==> src/rtl/trig_ctrl_gen_pkg.sv <==
// trig_pkg: shared codes for the oscilloscope trigger controller.
//   mode codes  : MODE_NORM, MODE_AUTO, MODE_SINGLE (code 3 behaves as normal)
//   slope codes : SLOPE_FALL, SLOPE_RISE, SLOPE_BOTH (code 3 behaves as rising)
//   state_t     : trigger FSM encoding
package trig_pkg;

  localparam logic [1:0] MODE_NORM   = 2'd0;
  localparam logic [1:0] MODE_AUTO   = 2'd1;
  localparam logic [1:0] MODE_SINGLE = 2'd2;

  localparam logic [1:0] SLOPE_FALL  = 2'd0;
  localparam logic [1:0] SLOPE_RISE  = 2'd1;
  localparam logic [1:0] SLOPE_BOTH  = 2'd2;

  typedef enum logic [1:0] {
    ST_IDLE  = 2'd0,
    ST_ARMED = 2'd1,
    ST_TRIG  = 2'd2,
    ST_HOLD  = 2'd3
  } state_t;

endpackage

==> src/rtl/trig_ctrl_gen_if.sv <==
// trig_ctrl_gen_if: front-end / capture-side bundle of the trigger controller.
//   master : sampler + capture controller side (drives samples, settings, arm, rst_trig)
//   slave  : trigger controller (returns trigger, trig_pulse, trig_auto, trig_ch, armed)
interface trig_ctrl_gen_if #(
  parameter int DW  = 8,
  parameter int NCH = 2,
  parameter int CW  = 1,
  parameter int HW  = 16
);

  logic [NCH*DW-1:0] sample;
  logic              sample_valid;
  logic [CW-1:0]     ch_sel;
  logic [DW-1:0]     level;
  logic [DW-1:0]     hyst;
  logic [1:0]        slope;
  logic [1:0]        mode;
  logic [HW-1:0]     holdoff;
  logic              arm;
  logic              rst_trig;
  logic              trigger;
  logic              trig_pulse;
  logic              trig_auto;
  logic [CW-1:0]     trig_ch;
  logic              armed;

  modport master (
    output sample, sample_valid, ch_sel, level, hyst, slope, mode, holdoff, arm, rst_trig,
    input  trigger, trig_pulse, trig_auto, trig_ch, armed
  );

  modport slave (
    input  sample, sample_valid, ch_sel, level, hyst, slope, mode, holdoff, arm, rst_trig,
    output trigger, trig_pulse, trig_auto, trig_ch, armed
  );

endinterface

==> src/rtl/trig_ctrl_gen_edge_det.sv <==
// trig_edge_det: hysteresis level-crossing detector for one sample stream.
//   clk, rst  : clock, async active-high reset
//   valid     : sample qualifier; flags and history only move on valid cycles
//   clear     : source changed; forget flags and history (the current sample,
//               if valid, becomes the first history sample of the new source)
//   s         : current sample
//   level     : trigger level
//   hyst      : hysteresis half-band
//   rise_hit  : valid rising crossing this cycle (combinational)
//   fall_hit  : valid falling crossing this cycle (combinational)
module trig_edge_det #(
  parameter int DW = 8
) (
  input  logic          clk,
  input  logic          rst,
  input  logic          valid,
  input  logic          clear,
  input  logic [DW-1:0] s,
  input  logic [DW-1:0] level,
  input  logic [DW-1:0] hyst,
  output logic          rise_hit,
  output logic          fall_hit
);

  logic [DW:0]   hi_sum_s;
  logic [DW-1:0] lo_th_s;
  logic [DW-1:0] hi_th_s;
  logic          below_r;
  logic          above_r;
  logic [1:0]    hist_r;
  logic          below_eff_s;
  logic          above_eff_s;
  logic [1:0]    hist_eff_s;
  logic          hist_ok_s;

  // Saturating thresholds around the level.
  always_comb begin
    hi_sum_s = {1'b0, level} + {1'b0, hyst};
    if (hyst > level) begin
      lo_th_s = {DW{1'b0}};
    end else begin
      lo_th_s = level - hyst;
    end
    if (hi_sum_s[DW]) begin
      hi_th_s = {DW{1'b1}};
    end else begin
      hi_th_s = hi_sum_s[DW-1:0];
    end
  end

  // Effective state: a source change wipes history before this sample is judged.
  always_comb begin
    if (clear) begin
      below_eff_s = 1'b0;
      above_eff_s = 1'b0;
      hist_eff_s  = 2'd0;
    end else begin
      below_eff_s = below_r;
      above_eff_s = above_r;
      hist_eff_s  = hist_r;
    end
    // The current sample is the second one when one earlier sample is on record.
    hist_ok_s = (hist_eff_s != 2'd0);
    rise_hit  = valid && hist_ok_s && below_eff_s && (s >= level);
    fall_hit  = valid && hist_ok_s && above_eff_s && (s <= level);
  end

  // Hysteresis flags and saturating history count.
  always_ff @(posedge clk or posedge rst) begin
    if (rst) begin
      below_r <= 1'b0;
      above_r <= 1'b0;
      hist_r  <= 2'd0;
    end else if (valid) begin
      below_r <= (s < lo_th_s) ? 1'b1 : (rise_hit ? 1'b0 : below_eff_s);
      above_r <= (s > hi_th_s) ? 1'b1 : (fall_hit ? 1'b0 : above_eff_s);
      hist_r  <= (hist_eff_s == 2'd2) ? 2'd2 : (hist_eff_s + 2'd1);
    end else begin
      below_r <= below_eff_s;
      above_r <= above_eff_s;
      hist_r  <= hist_eff_s;
    end
  end

endmodule

==> src/rtl/trig_ctrl_gen.sv <==
// trig_ctrl_gen: oscilloscope trigger controller (channel mux, edge detection,
// normal/auto/single FSM, auto timeout and post-acknowledge holdoff).
//   clk, rst : clock, async active-high reset
//   bus      : trig_ctrl_gen_if.slave
//              in : sample, sample_valid, ch_sel, level, hyst, slope, mode,
//                   holdoff, arm, rst_trig
//              out: trigger (sticky), trig_pulse (event strobe), trig_auto
//                   (timeout trigger), trig_ch (latched channel), armed
module trig_ctrl_gen
  import trig_pkg::*;
#(
  parameter int DW       = 8,
  parameter int NCH      = 2,
  parameter int CW       = 1,
  parameter int AUTO_TOP = 15,
  parameter int AW       = 20,
  parameter int HW       = 16
) (
  input  logic             clk,
  input  logic             rst,
  trig_ctrl_gen_if.slave   bus
);

  localparam logic [AW-1:0] AUTO_LAST = AW'(AUTO_TOP - 1);
  localparam logic [AW-1:0] AUTO_ONE  = {{(AW-1){1'b0}}, 1'b1};
  localparam logic [HW-1:0] HOLD_ONE  = {{(HW-1){1'b0}}, 1'b1};

  state_t        state_r;
  state_t        state_next_s;
  logic [CW-1:0] ch_prev_r;
  logic          ch_clear_s;
  logic [DW-1:0] sample_sel_s;
  logic          rise_hit_s;
  logic          fall_hit_s;
  logic          hit_s;
  logic          timeout_s;
  logic          fire_s;
  logic          fire_auto_s;
  logic          ack_s;
  logic [AW-1:0] auto_cnt_r;
  logic [HW-1:0] hold_cnt_r;
  logic [HW-1:0] hold_inc_s;
  logic          trigger_r;
  logic          trig_pulse_r;
  logic          trig_auto_r;
  logic [CW-1:0] trig_ch_r;
  logic          armed_r;

  // Channel mux; codes without a channel fall back to channel 0.
  always_comb begin
    sample_sel_s = bus.sample[DW-1:0];
    for (int k = 1; k < NCH; k++) begin
      if (bus.ch_sel == CW'(k)) begin
        sample_sel_s = bus.sample[k*DW +: DW];
      end else begin
        sample_sel_s = sample_sel_s;
      end
    end
  end

  // Remember the last selection so a change can flush the detector.
  always_ff @(posedge clk or posedge rst) begin
    if (rst) begin
      ch_prev_r <= {CW{1'b0}};
    end else begin
      ch_prev_r <= bus.ch_sel;
    end
  end

  assign ch_clear_s = (bus.ch_sel != ch_prev_r);

  trig_edge_det #(.DW(DW)) u_edge_det (
    .clk      (clk),
    .rst      (rst),
    .valid    (bus.sample_valid),
    .clear    (ch_clear_s),
    .s        (sample_sel_s),
    .level    (bus.level),
    .hyst     (bus.hyst),
    .rise_hit (rise_hit_s),
    .fall_hit (fall_hit_s)
  );

  // Slope qualification, auto timeout and holdoff increment.
  always_comb begin
    case (bus.slope)
      SLOPE_FALL: hit_s = fall_hit_s;
      SLOPE_RISE: hit_s = rise_hit_s;
      SLOPE_BOTH: hit_s = rise_hit_s | fall_hit_s;
      default:    hit_s = rise_hit_s;
    endcase
    timeout_s  = bus.sample_valid && (bus.mode == MODE_AUTO) && (auto_cnt_r == AUTO_LAST);
    hold_inc_s = hold_cnt_r + HOLD_ONE;
  end

  // FSM next state and trigger/acknowledge events.
  always_comb begin
    state_next_s = state_r;
    fire_s       = 1'b0;
    fire_auto_s  = 1'b0;
    ack_s        = 1'b0;
    case (state_r)
      ST_IDLE: begin
        if (bus.arm) begin
          state_next_s = ST_ARMED;
        end else begin
          state_next_s = ST_IDLE;
        end
      end
      ST_ARMED: begin
        if (hit_s || timeout_s) begin
          state_next_s = ST_TRIG;
          fire_s       = 1'b1;
          // A real crossing wins over a coincident timeout.
          fire_auto_s  = timeout_s && !hit_s;
        end else begin
          state_next_s = ST_ARMED;
        end
      end
      ST_TRIG: begin
        if (bus.rst_trig) begin
          ack_s = 1'b1;
          if (bus.mode == MODE_SINGLE) begin
            state_next_s = ST_IDLE;
          end else if (bus.holdoff == {HW{1'b0}}) begin
            state_next_s = ST_ARMED;
          end else begin
            state_next_s = ST_HOLD;
          end
        end else begin
          state_next_s = ST_TRIG;
        end
      end
      ST_HOLD: begin
        // >= rather than == so a holdoff lowered mid-count cannot strand us here.
        if (bus.sample_valid && (hold_inc_s >= bus.holdoff)) begin
          state_next_s = ST_ARMED;
        end else begin
          state_next_s = ST_HOLD;
        end
      end
      default: state_next_s = ST_IDLE;
    endcase
  end

  // FSM state register.
  always_ff @(posedge clk or posedge rst) begin
    if (rst) begin
      state_r <= ST_IDLE;
    end else begin
      state_r <= state_next_s;
    end
  end

  // Auto counter: valid samples in ARMED since entry or last hit; parks at the top.
  always_ff @(posedge clk or posedge rst) begin
    if (rst) begin
      auto_cnt_r <= {AW{1'b0}};
    end else if ((state_r != ST_ARMED) || hit_s) begin
      auto_cnt_r <= {AW{1'b0}};
    end else if (bus.sample_valid && (auto_cnt_r != AUTO_LAST)) begin
      auto_cnt_r <= auto_cnt_r + AUTO_ONE;
    end else begin
      auto_cnt_r <= auto_cnt_r;
    end
  end

  // Holdoff counter: valid samples since entering HOLDOFF.
  always_ff @(posedge clk or posedge rst) begin
    if (rst) begin
      hold_cnt_r <= {HW{1'b0}};
    end else if (state_r != ST_HOLD) begin
      hold_cnt_r <= {HW{1'b0}};
    end else if (bus.sample_valid) begin
      hold_cnt_r <= hold_inc_s;
    end else begin
      hold_cnt_r <= hold_cnt_r;
    end
  end

  // Output registers.
  always_ff @(posedge clk or posedge rst) begin
    if (rst) begin
      trigger_r    <= 1'b0;
      trig_pulse_r <= 1'b0;
      trig_auto_r  <= 1'b0;
      trig_ch_r    <= {CW{1'b0}};
      armed_r      <= 1'b0;
    end else begin
      trig_pulse_r <= fire_s;
      armed_r      <= (state_next_s == ST_ARMED);
      if (fire_s) begin
        trigger_r   <= 1'b1;
        trig_auto_r <= fire_auto_s;
        trig_ch_r   <= bus.ch_sel;
      end else if (ack_s) begin
        trigger_r   <= 1'b0;
        trig_auto_r <= 1'b0;
        trig_ch_r   <= trig_ch_r;
      end else begin
        trigger_r   <= trigger_r;
        trig_auto_r <= trig_auto_r;
        trig_ch_r   <= trig_ch_r;
      end
    end
  end

  assign bus.trigger    = trigger_r;
  assign bus.trig_pulse = trig_pulse_r;
  assign bus.trig_auto  = trig_auto_r;
  assign bus.trig_ch    = trig_ch_r;
  assign bus.armed      = armed_r;

endmodule

==> src/flat_wrapper.sv <==
// flat-port wrapper written by rule: the top's interface ports become plain ports
module trig_ctrl_gen_flat import trig_pkg::*;
#(
  parameter int DW       = 8,
  parameter int NCH      = 2,
  parameter int CW       = 1,
  parameter int AUTO_TOP = 15,
  parameter int AW       = 20,
  parameter int HW       = 16
)
  (clk, rst, bus_sample, bus_sample_valid, bus_ch_sel, bus_level, bus_hyst, bus_slope, bus_mode, bus_holdoff, bus_arm, bus_rst_trig, bus_trigger, bus_trig_pulse, bus_trig_auto, bus_trig_ch, bus_armed);
  trig_ctrl_gen_if #(.DW(DW), .NCH(NCH), .CW(CW), .HW(HW)) bus_i ();
  input  logic clk;
  input  logic rst;
  input wire logic [$bits(bus_i.sample)-1:0] bus_sample;
  input wire logic [$bits(bus_i.sample_valid)-1:0] bus_sample_valid;
  input wire logic [$bits(bus_i.ch_sel)-1:0] bus_ch_sel;
  input wire logic [$bits(bus_i.level)-1:0] bus_level;
  input wire logic [$bits(bus_i.hyst)-1:0] bus_hyst;
  input wire logic [$bits(bus_i.slope)-1:0] bus_slope;
  input wire logic [$bits(bus_i.mode)-1:0] bus_mode;
  input wire logic [$bits(bus_i.holdoff)-1:0] bus_holdoff;
  input wire logic [$bits(bus_i.arm)-1:0] bus_arm;
  input wire logic [$bits(bus_i.rst_trig)-1:0] bus_rst_trig;
  output wire logic [$bits(bus_i.trigger)-1:0] bus_trigger;
  output wire logic [$bits(bus_i.trig_pulse)-1:0] bus_trig_pulse;
  output wire logic [$bits(bus_i.trig_auto)-1:0] bus_trig_auto;
  output wire logic [$bits(bus_i.trig_ch)-1:0] bus_trig_ch;
  output wire logic [$bits(bus_i.armed)-1:0] bus_armed;
  assign bus_i.sample = bus_sample;
  assign bus_i.sample_valid = bus_sample_valid;
  assign bus_i.ch_sel = bus_ch_sel;
  assign bus_i.level = bus_level;
  assign bus_i.hyst = bus_hyst;
  assign bus_i.slope = bus_slope;
  assign bus_i.mode = bus_mode;
  assign bus_i.holdoff = bus_holdoff;
  assign bus_i.arm = bus_arm;
  assign bus_i.rst_trig = bus_rst_trig;
  assign bus_trigger = bus_i.trigger;
  assign bus_trig_pulse = bus_i.trig_pulse;
  assign bus_trig_auto = bus_i.trig_auto;
  assign bus_trig_ch = bus_i.trig_ch;
  assign bus_armed = bus_i.armed;
  trig_ctrl_gen #(.DW(DW), .NCH(NCH), .CW(CW), .AUTO_TOP(AUTO_TOP), .AW(AW), .HW(HW)) u_core (.clk(clk), .rst(rst), .bus(bus_i));
endmodule
==> config.mk <==
export PLATFORM = sky130hd
export DESIGN_NAME = trig_ctrl_gen_flat
export DESIGN_NICKNAME = d
export VERILOG_FILES = /design/src/rtl/trig_ctrl_gen_pkg.sv /design/src/rtl/trig_ctrl_gen_if.sv /design/src/rtl/trig_ctrl_gen_edge_det.sv /design/src/rtl/trig_ctrl_gen.sv /design/src/flat_wrapper.sv
export SDC_FILE = /design/constraint.sdc
export NUM_CORES = 1
export LEC_CHECK = 0
export BUFFER_PORTS_ARGS = -buffer_cell sky130_fd_sc_hd__buf_2
export CAP_MARGIN = 15
export CORE_MARGIN = 8
export CORE_UTILIZATION = 45
export DETAILED_ROUTE_END_ITERATION = 6
export PLACE_DENSITY_LB_ADDON = 0.08
export SLEW_MARGIN = 20
export SYNTH_ARGS = -nofsm -noshare
export SYNTH_HDL_FRONTEND = slang
export SYNTH_SLANG_ARGS = --single-unit
==> constraint.sdc <==
create_clock -name clk -period 3.3 [get_ports clk]
set_clock_uncertainty 0.1 [all_clocks]
set_input_delay 0.33 -clock clk [delete_from_list [all_inputs] [get_ports clk]]
set_output_delay 0.33 -clock clk [all_outputs]
set_load 0.02 [all_outputs]
After elaboration in Yosys (flattened, before gate mapping) --
Index checks and enable logic that the tools add are counted.
Cells by class: add/sub/neg operators 5, order comparisons 6, eq/ne operators 13, multiplexer cells 35, bitwise gates (word level) 1, reduce and logical (&&, ||, !) cells 20
Operator list (number):
- 2-to-1 mux 20 bit | 2
- 2-to-1 mux 16 bit | 2
- 2-to-1 mux 8 bit | 3
- adder 20 x 1 -> 20 bit, second input constant | 1
- equality test 20 x 4 -> 1 bit, second input constant | 1
- inequality test 20 x 4 -> 1 bit, second input constant | 1
- 2-to-1 mux 1 bit | 18
- adder 16 x 1 -> 16 bit, second input constant | 1
- >= comparator 16 bit | 1
- > comparator 8 bit | 2
- zero test 16 bit | 1
- 2-to-1 mux 2 bit | 8
- equality test 2 bit, second input constant | 5
- logical AND 1 bit | 10
- adder 8 x 8 -> 9 bit | 1
- >= comparator 8 bit | 1
- less-or-equal comparator 8 bit | 1
- less-than comparator 8 bit | 1
- case mux 2 bit (4 select lines) | 1
- nonzero test 2 bit | 4
- subtractor 8 bit | 1
- equality test 2 x 1 -> 1 bit, second input constant | 3
- zero test 2 bit | 2
- adder 2 x 1 -> 2 bit, second input constant | 1
- other kinds (7) | 8
Storage, ports and cells: bits in registers 48, input port bits 58

Depth between registers and ports, before layout --
Gate-level depths: netlist of the first run.
depth in word-level cells 13, depth in mapped cells 15, gate-level depth less buffers 15

By module --
From an unflattened synthesis of the first run, not the netlist that was laid out.
Unflattened totals: cells, all modules 530, area total of the unflattened synthesis 4493.1 µm²
By module, submodules not included:
- trig_ctrl_gen | times used 1, cells an instance 327, area an instance 2956.6 µm²
- trig_edge_det | times used 1, cells an instance 203, area an instance 1536.5 µm²

Worst setup path after synthesis of the first run --
OpenSTA, ideal clock, no wires.
path type input to register, start input bus_hyst[0], end register u_core.u_edge_det.above_r, data arrival time 2670 ps, data required time 3079 ps, slack 408 ps, stages on the path 14, path through ha_1 fa_1 nand2b_1 a21oi_1 nor2_1 o31ai_1 a221o_1 nor2_1 ha_1 a21o_1 a21o_1 a21oi_1 o21ai_0 o2bb2ai_1
On the way: cells in the longest elaborated chain, start to end 5
Ends and longest elaborated chain:
- start: declaration | RTL line flat_wrapper.sv:19 | input wire logic [$bits(bus_i.hyst)-1:0] bus_hyst;
- adder 8 x 8 -> 9 bit | RTL line trig_ctrl_gen_edge_det.sv:38 | hi_sum_s = {1'b0, level} + {1'b0, hyst};
- 2-to-1 mux 8 bit | RTL line trig_ctrl_gen_edge_det.sv:44 | if (hi_sum_s[DW]) begin
- > comparator 8 bit | RTL line trig_ctrl_gen_edge_det.sv:76 | above_r <= (s > hi_th_s) ? 1'b1 : (fall_hit ? 1'b0 : above_eff_s);
- 2-to-1 mux 1 bit | RTL line trig_ctrl_gen_edge_det.sv:76
- 2-to-1 mux 1 bit | RTL line trig_ctrl_gen_edge_det.sv:74 | end else if (valid) begin
- end signal: assignment | RTL line trig_ctrl_gen_edge_det.sv:76
- end signal: assignment | RTL line trig_ctrl_gen_edge_det.sv:80 | above_r <= above_eff_s;
- end: declaration | RTL line trig_ctrl_gen_edge_det.sv:29 | logic above_r;
No other way between the ends. A chain may end at the register's enable or synchronous reset.

Worst setup path after layout of the first run --
start register u_core.hold_cnt_r[0], end register u_core.state_r[1]
On the way: cells in the longest elaborated chain, start to end 5
Ends and longest elaborated chain:
- start: declaration | RTL line trig_ctrl_gen.sv:41 | logic [HW-1:0] hold_cnt_r;
- start signal: assignment | RTL line trig_ctrl_gen.sv:171 | hold_cnt_r <= {HW{1'b0}};
- start signal: assignment | RTL line trig_ctrl_gen.sv:173 | hold_cnt_r <= {HW{1'b0}};
- start signal: assignment | RTL line trig_ctrl_gen.sv:175 | hold_cnt_r <= hold_inc_s;
- adder 16 x 1 -> 16 bit | RTL line trig_ctrl_gen.sv:93 | hold_inc_s = hold_cnt_r + HOLD_ONE;
- >= comparator 16 bit | RTL line trig_ctrl_gen.sv:136 | if (bus.sample_valid && (hold_inc_s >= bus.holdoff)) begin
- logical AND 1 bit | RTL line trig_ctrl_gen.sv:136
- 2-to-1 mux 2 bit | RTL line trig_ctrl_gen.sv:136
- case mux 2 bit (4 select lines) | RTL line trig_ctrl_gen.sv:102 | case (state_r)
- via u_core.state_next_s[1] | RTL line trig_ctrl_gen.sv:29 | state_t state_next_s;
- end signal: assignment | RTL line trig_ctrl_gen.sv:151 | state_r <= state_next_s;
- end: declaration | RTL line trig_ctrl_gen.sv:28 | state_t state_r;
The timed path passes the listed nets, and every way through them passes these cells.

==> results of run 1 <==
[power by group]
part | internal, mW | switching, mW | total (mW)
clock network | 0.167 | 0.189 | 0.357
registers | 0.639 | 0.0721 | 0.711
logic | 0.282 | 0.314 | 0.597
total | 1.09 | 0.576 | 1.66
[final cells by class]
cell class,instances,area share (%)
flip-flops and latches,48,24.60
repair buffers,69,7.430
clock inverters,1,0.1793
well taps,133,3.408
multi-input cells,397,59.44
inverters,42,3.254
clock buffers,6,1.691
[cells by family (layout without fill, tap and decap cells)]
logic type	count (synthesis)	after routing	synth area share, %
AOI/OAI and AO/OA	75	75	11.53
muxes	12	12	3.114
adders and majority gates	61	61	17.94
buffers and inverters	59	118	5.421
and+or+nand+nor	196	196	23.44
DFF	48	48	27.68
xor gates and xnor gates	53	53	10.87
[stage by stage]
step / power (mW) / utilization (%) / setup WS, ns / cell area, sq um
final: 1.664 / 51.14 / 0.2694 / 4883
after global routing: 1.805 / 51.14 / 0.1474 / 4883
after CTS: 1.693 / 51.13 / 0.2573 / 4882
after detailed placement: 1.323 / 50.17 / 0.09693 / 4791
after global placement: 1.306 / 50.17 / 0.1819 / 4791
after floorplan: 1.151 / - / 0.4083 / 4339
[sequential cells by signal (all words and copies together) (netlist names), 2 cells and up]
signal,cells
u_core.state_r,2
u_core.u_edge_det.hist_r,2
u_core.auto_cnt_r,20
u_core.hold_cnt_r,16
[path summary, 6_finish.rpt]
check                                               start                        end  slack [ns]  cells past startpoint
worst max register to register       u_core.hold_cnt_r[0]          u_core.state_r[1]        0.27                     11
worst max-delay path                 u_core.hold_cnt_r[0]          u_core.state_r[1]        0.27                     11
worst min-delay path                                  rst      u_core.auto_cnt_r[15]        0.05                      2
min in group clk                             bus_rst_trig          u_core.state_r[0]        0.25                      3
worst min register to register  u_core.u_edge_det.above_r  u_core.u_edge_det.above_r        0.44                      2
max in group asynchronous                             rst       u_core.auto_cnt_r[5]        2.55                      2
[critical path, cell delays in order (launching register included)]
cell and delay (ns):
dfrtp_1 0.46, ha_1 0.24, and4_1 0.25, and4_1 0.24, xor2_1 0.15, ha_1 0.32
nand3_1 0.10, nor4_1 0.28, o41ai_1 0.15, a31oi_1 0.25, o2bb2ai_1 0.11, or2_2 0.28
[placed cells by master (no fill, tap or decap), types with 12 or more instances in the layout]
cell type,instances
nor2_1,52
xor2_1,38
buf_2,62
nand4_1,21
nand2_1,34
o21ai_0,12
inv_1,41
dfrtp_1,48
nand3_1,24
xnor2_1,14
a21oi_1,23
ha_1,59
[routing by layer]
| layer | vias up | share of wire (%) | global-route usage (%) |
|---|---|---|---|
| met3 | 9 | 4.2 | 2.743 |
| li1 | 1881 | - | - |
| met4 | 0 | 0.89 | 3.017 |
| met1 | 1687 | 47 | 19.08 |
| met5 | - | 0 | 0 |
| met2 | 60 | 47 | 25.91 |
==> flow_summary.ini, run 1 <==
[outcome]
status = completed

[sta]
worstMarginPinSlew_ns = 0.8070
clock.fmax_mhz = 330.0
fin_crit_ns = 3.031
whs_ns = 0.04822
finalCritPeriodShare_pct = 91.84
rsz0062_at_grt = no
fin_tns_setup_ns = 0
setup_viol = 0
slew_violations = 0
hold_violations = 0
slew_headroom_pct = 46.14

[power]
ir_drop_uv = 143.2
power.density_nw_per_um2 = 340.7
leakagePower_nw = 2.435

[synth]
netlist_area_sq_um = 4339
synth.net_count = 623
syn_inst = 504
synth.top_cell.area_share_pct = 27.68
synth_edf_count = 0
synth_top_area_cell = dfrtp_1
synthTopCellsByCount = ha_1 (59), nor2_1 (52), dfrtp_1 (48), inv_1 (42), xor2_1 (38)
ys_ff_latch = 48
synth_ff_type = dfrtp_1
seq_area_frac_synth_pct = 27.68
async_flop_share_pct = 100.0
yosys.cell_types.count = 55
yosysMostFrequentCell = ha_1
synth_area_leaders = dfrtp_1 (28%), ha_1 (17%), xor2_1 (7.7%), nor2_1 (4.5%), inv_1 (3.6%)
postSynthAreaPerCell_sq_um = 8.609
ys.warnings.count = 0

[cts]
cts_made_buffers = 5
cts_sinks = 48
path_clk_slew_ns = 0.09
post-cts-setup-buffers = 0
cts_resized = 0
cts-root-buf = clkbuf_8
cts_buffer_depth = 2
cts_tree = built
cts_hold_buffers = 0
htree_num_levels = 2
worstSkewPairLatency_ns = 0.30

[drt]
routed_wl_microns = 9476
via_count = 3637
first_pass_iters = 4
vias_per_cell = 5.226
post_drt_wl_per_cell_microns = 13.61
drcViolationCount = 0
drt_iter0_drc = 117
drtAntennaViolNets = 0

[global_route]
grt_max_degree = 49
grt_pass1_vias = 3639
antenna_found_initial = 0
grt_pass1_wl_microns = 16330
grt-ovfl-total = 0
grt.total_usage_pct = 15.02

[cells_and_area]
area.growth.synth_to_final_pct = 12.54
fill_cells = 968
multiInputGateArea_sq_um = 2903
drive_gt1_share_pct = 17.23
seq_area_sq_um = 1201
diodes = 0
stdcell_count = 696
fin_nets = 682

[floorplanning]
num_rows = 36
ios = 63
die_h_microns = 114.2
die-area_sq_um = 13040
core_area_sq_um = 9549
die_width_microns = 114.2
initial_utilization_pct = 45.44

[setup_path]
required_ns = 3.39
crit_fanout = 6
path_class = reg -> reg
cp-start-kind = register
cp-end-kind = register
worst-endpoint-arrival_ns = 3.12

[placement]
portBuffers = 62
dp_cells = 689
dpl.hpwl_microns = 7795
place.gp.congestion = 0.8153

[worst_hold_path]
min_path_type = in -> async

[run]
maxCapViolations = 0
(Power assumes the default switching activity.)
==> run 2: changes to the inputs <==
Clock period 3.3 ns to 2.5 ns, I/O delays scaled along.
==> flow_summary.ini, run 2 (synthesis results as in run 1) <==
[outcome]
status = complete, but fails checks
violations = setup timing

[cells_and_area]
regMostFlops = u_core.auto_cnt_r
area.growth.synth_to_final_pct = 36.01
fin_nets = 767
largest_register_ffs = 20
multiInputGateArea_sq_um = 3172
final_cell_mix = buf_4 (86), buf_2 (59), nor2_1 (51)
drive_gt1_share_pct = 33.90
diodes = 0
top_regs = u_core.auto_cnt_r: 20 flops, u_core.hold_cnt_r: 16 flops
fill_cells = 885
seq_area_sq_um = 1204
layout_commonest_cell = buf_4

[placement]
place.gp.congestion = 0.8546
pre_cts_ws_ns = -0.5238
dpl.hpwl_microns = 8724
portBuffers = 62

[floorplanning]
die_width_microns = 114.2
die_h_microns = 114.2
core_area_sq_um = 9549
ios = 63
die-area_sq_um = 13040
initial_utilization_pct = 45.44
num_rows = 36

[sta]
clock.fmax_mhz = 373.9
setup_viol = 3
slew_violations = 0
slew_headroom_pct = 69.14
worstMarginPinSlew_ns = 0.4587
finalCritPeriodShare_pct = 107.0
rsz0062_at_grt = yes
fin_crit_ns = 2.674
layout_setup_ws_ns = -0.1744
hold_violations = 0

[cts]
cts_made_buffers = 5
htree_num_levels = 2
cts_tree = built
cts_buffer_depth = 2
cts-root-buf = clkbuf_8
cts_sinks = 48
worstSkewPairLatency_ns = 0.30
path_clk_slew_ns = 0.10

[power]
internal-power_mw = 1.876
power.density_nw_per_um2 = 473.2
pwr-share-seq_pct = 32.5
ir_drop_uv = 254.9
leakagePower_nw = 2.927
p_comb_share_pct = 43.3
swShare_pct = 32.83
p_clk_share_pct = 24.3
netSwitchingPower_uw = 916.9
total_power_mw = 2.793

[drt]
routed_wl_microns = 10880
post_drt_wl_per_cell_microns = 13.91
drt_iter0_drc = 170
via_count = 3971
drtAntennaViolNets = 0
drcViolationCount = 0
vias_per_cell = 5.078
first_pass_iters = 4

[setup_path]
required_ns = 2.60
r2r-start = u_core.hold_cnt_r[1]
reg2reg_depth = 11
regToRegSetupSlack_ns = -0.17
r2r_end = u_core.state_r[1]
worst-endpoint-arrival_ns = 2.77
cp-end-kind = register
path_class = reg -> reg
crit_fanout = 4
cp-startpoint = u_core.hold_cnt_r[1]
cp-start-kind = register

[global_route]
grt_pass1_wl_microns = 18590
grt_pass1_vias = 4108
grt.total_usage_pct = 17.19
antenna_found_initial = 0
grt_max_degree = 30
grt-ovfl-total = 0

[worst_hold_path]
holdPathEnd = u_core.state_r[0]
min_delay_path_depth = 3
holdCritStartpoint = bus_rst_trig
min_path_type = in -> reg

[run]
maxCapViolations = 0
## run 2: critical path, cell delays in order, from the launching register on
cell and delay [ns]:
dfrtp_2 0.45, ha_4 0.17, and4_4 0.15, and3_4 0.19, xor2_1 0.14, ha_1 0.31, nand3_2 0.11, nor4_4 0.28
o41ai_2 0.13, a31oi_1 0.21, o2bb2ai_2 0.10, or2_4 0.22
## run 2: power groups by stage
stage	Clock (mW)	Sequential, mW	Combinational [mW]
floorplan	0	0.920	0.643
global placement	0	0.916	1.05
detailed placement	0	0.921	1.09
CTS	0.698	0.905	1.14
global route	0.736	0.917	1.36
finish	0.678	0.907	1.21
## run 2: per-stage QoR
stage,TNS (ns),instances,area (sq um),hold slack [ns],utilization [%]
finish,-0.5050,782,5902,0.1675,61.81
floorplan,-0.5846,504,4419,0.1814,-
global placement,-6.847,767,5475,0.1819,57.34
CTS,-0.6296,780,5720,0.1516,59.91
global route,-0.8440,782,5902,0.1787,61.81
detailed placement,-7.878,767,5475,0.1898,57.34
## run 2: cell type report
| type | count | share of cell area, % |
|---|---|---|
| inverters | 42 | 2.714 |
| clock buffers | 5 | 1.166 |
| repair buffers | 154 | 18.00 |
| multi-input cells | 397 | 53.74 |
| flip-flops and latches | 48 | 20.39 |
| well taps | 133 | 2.820 |
| clock inverters | 3 | 1.166 |
## run 2: worst max path at each step
stage          slack (ns)                   endpoint
2_1_floorplan       -0.25  u_core.u_edge_det.above_r
3_3_place_gp        -0.46  u_core.u_edge_det.above_r
3_5_place_dp        -0.52  u_core.u_edge_det.above_r
4_1_cts             -0.27          u_core.state_r[1]
5_1_grt             -0.31           u_core.bus.armed
6_report            -0.17          u_core.state_r[1]
## run 2: timing repair
action	CTS	global route
resized for setup	13	34
hold buffers	1	0
endpoints found under the hold margin	19	0
buffers inserted	4	3
pin swaps	20	29
cloned	0	0
setup endpoints to repair	5	6
## run 2: routing by layer
metal | track usage [%] | share of wire (%)
met2 | 31.11 | 50
met4 | 3.372 | 0.84
met5 | 0 | 0
met3 | 2.743 | 4.5
met1 | 20.94 | 45
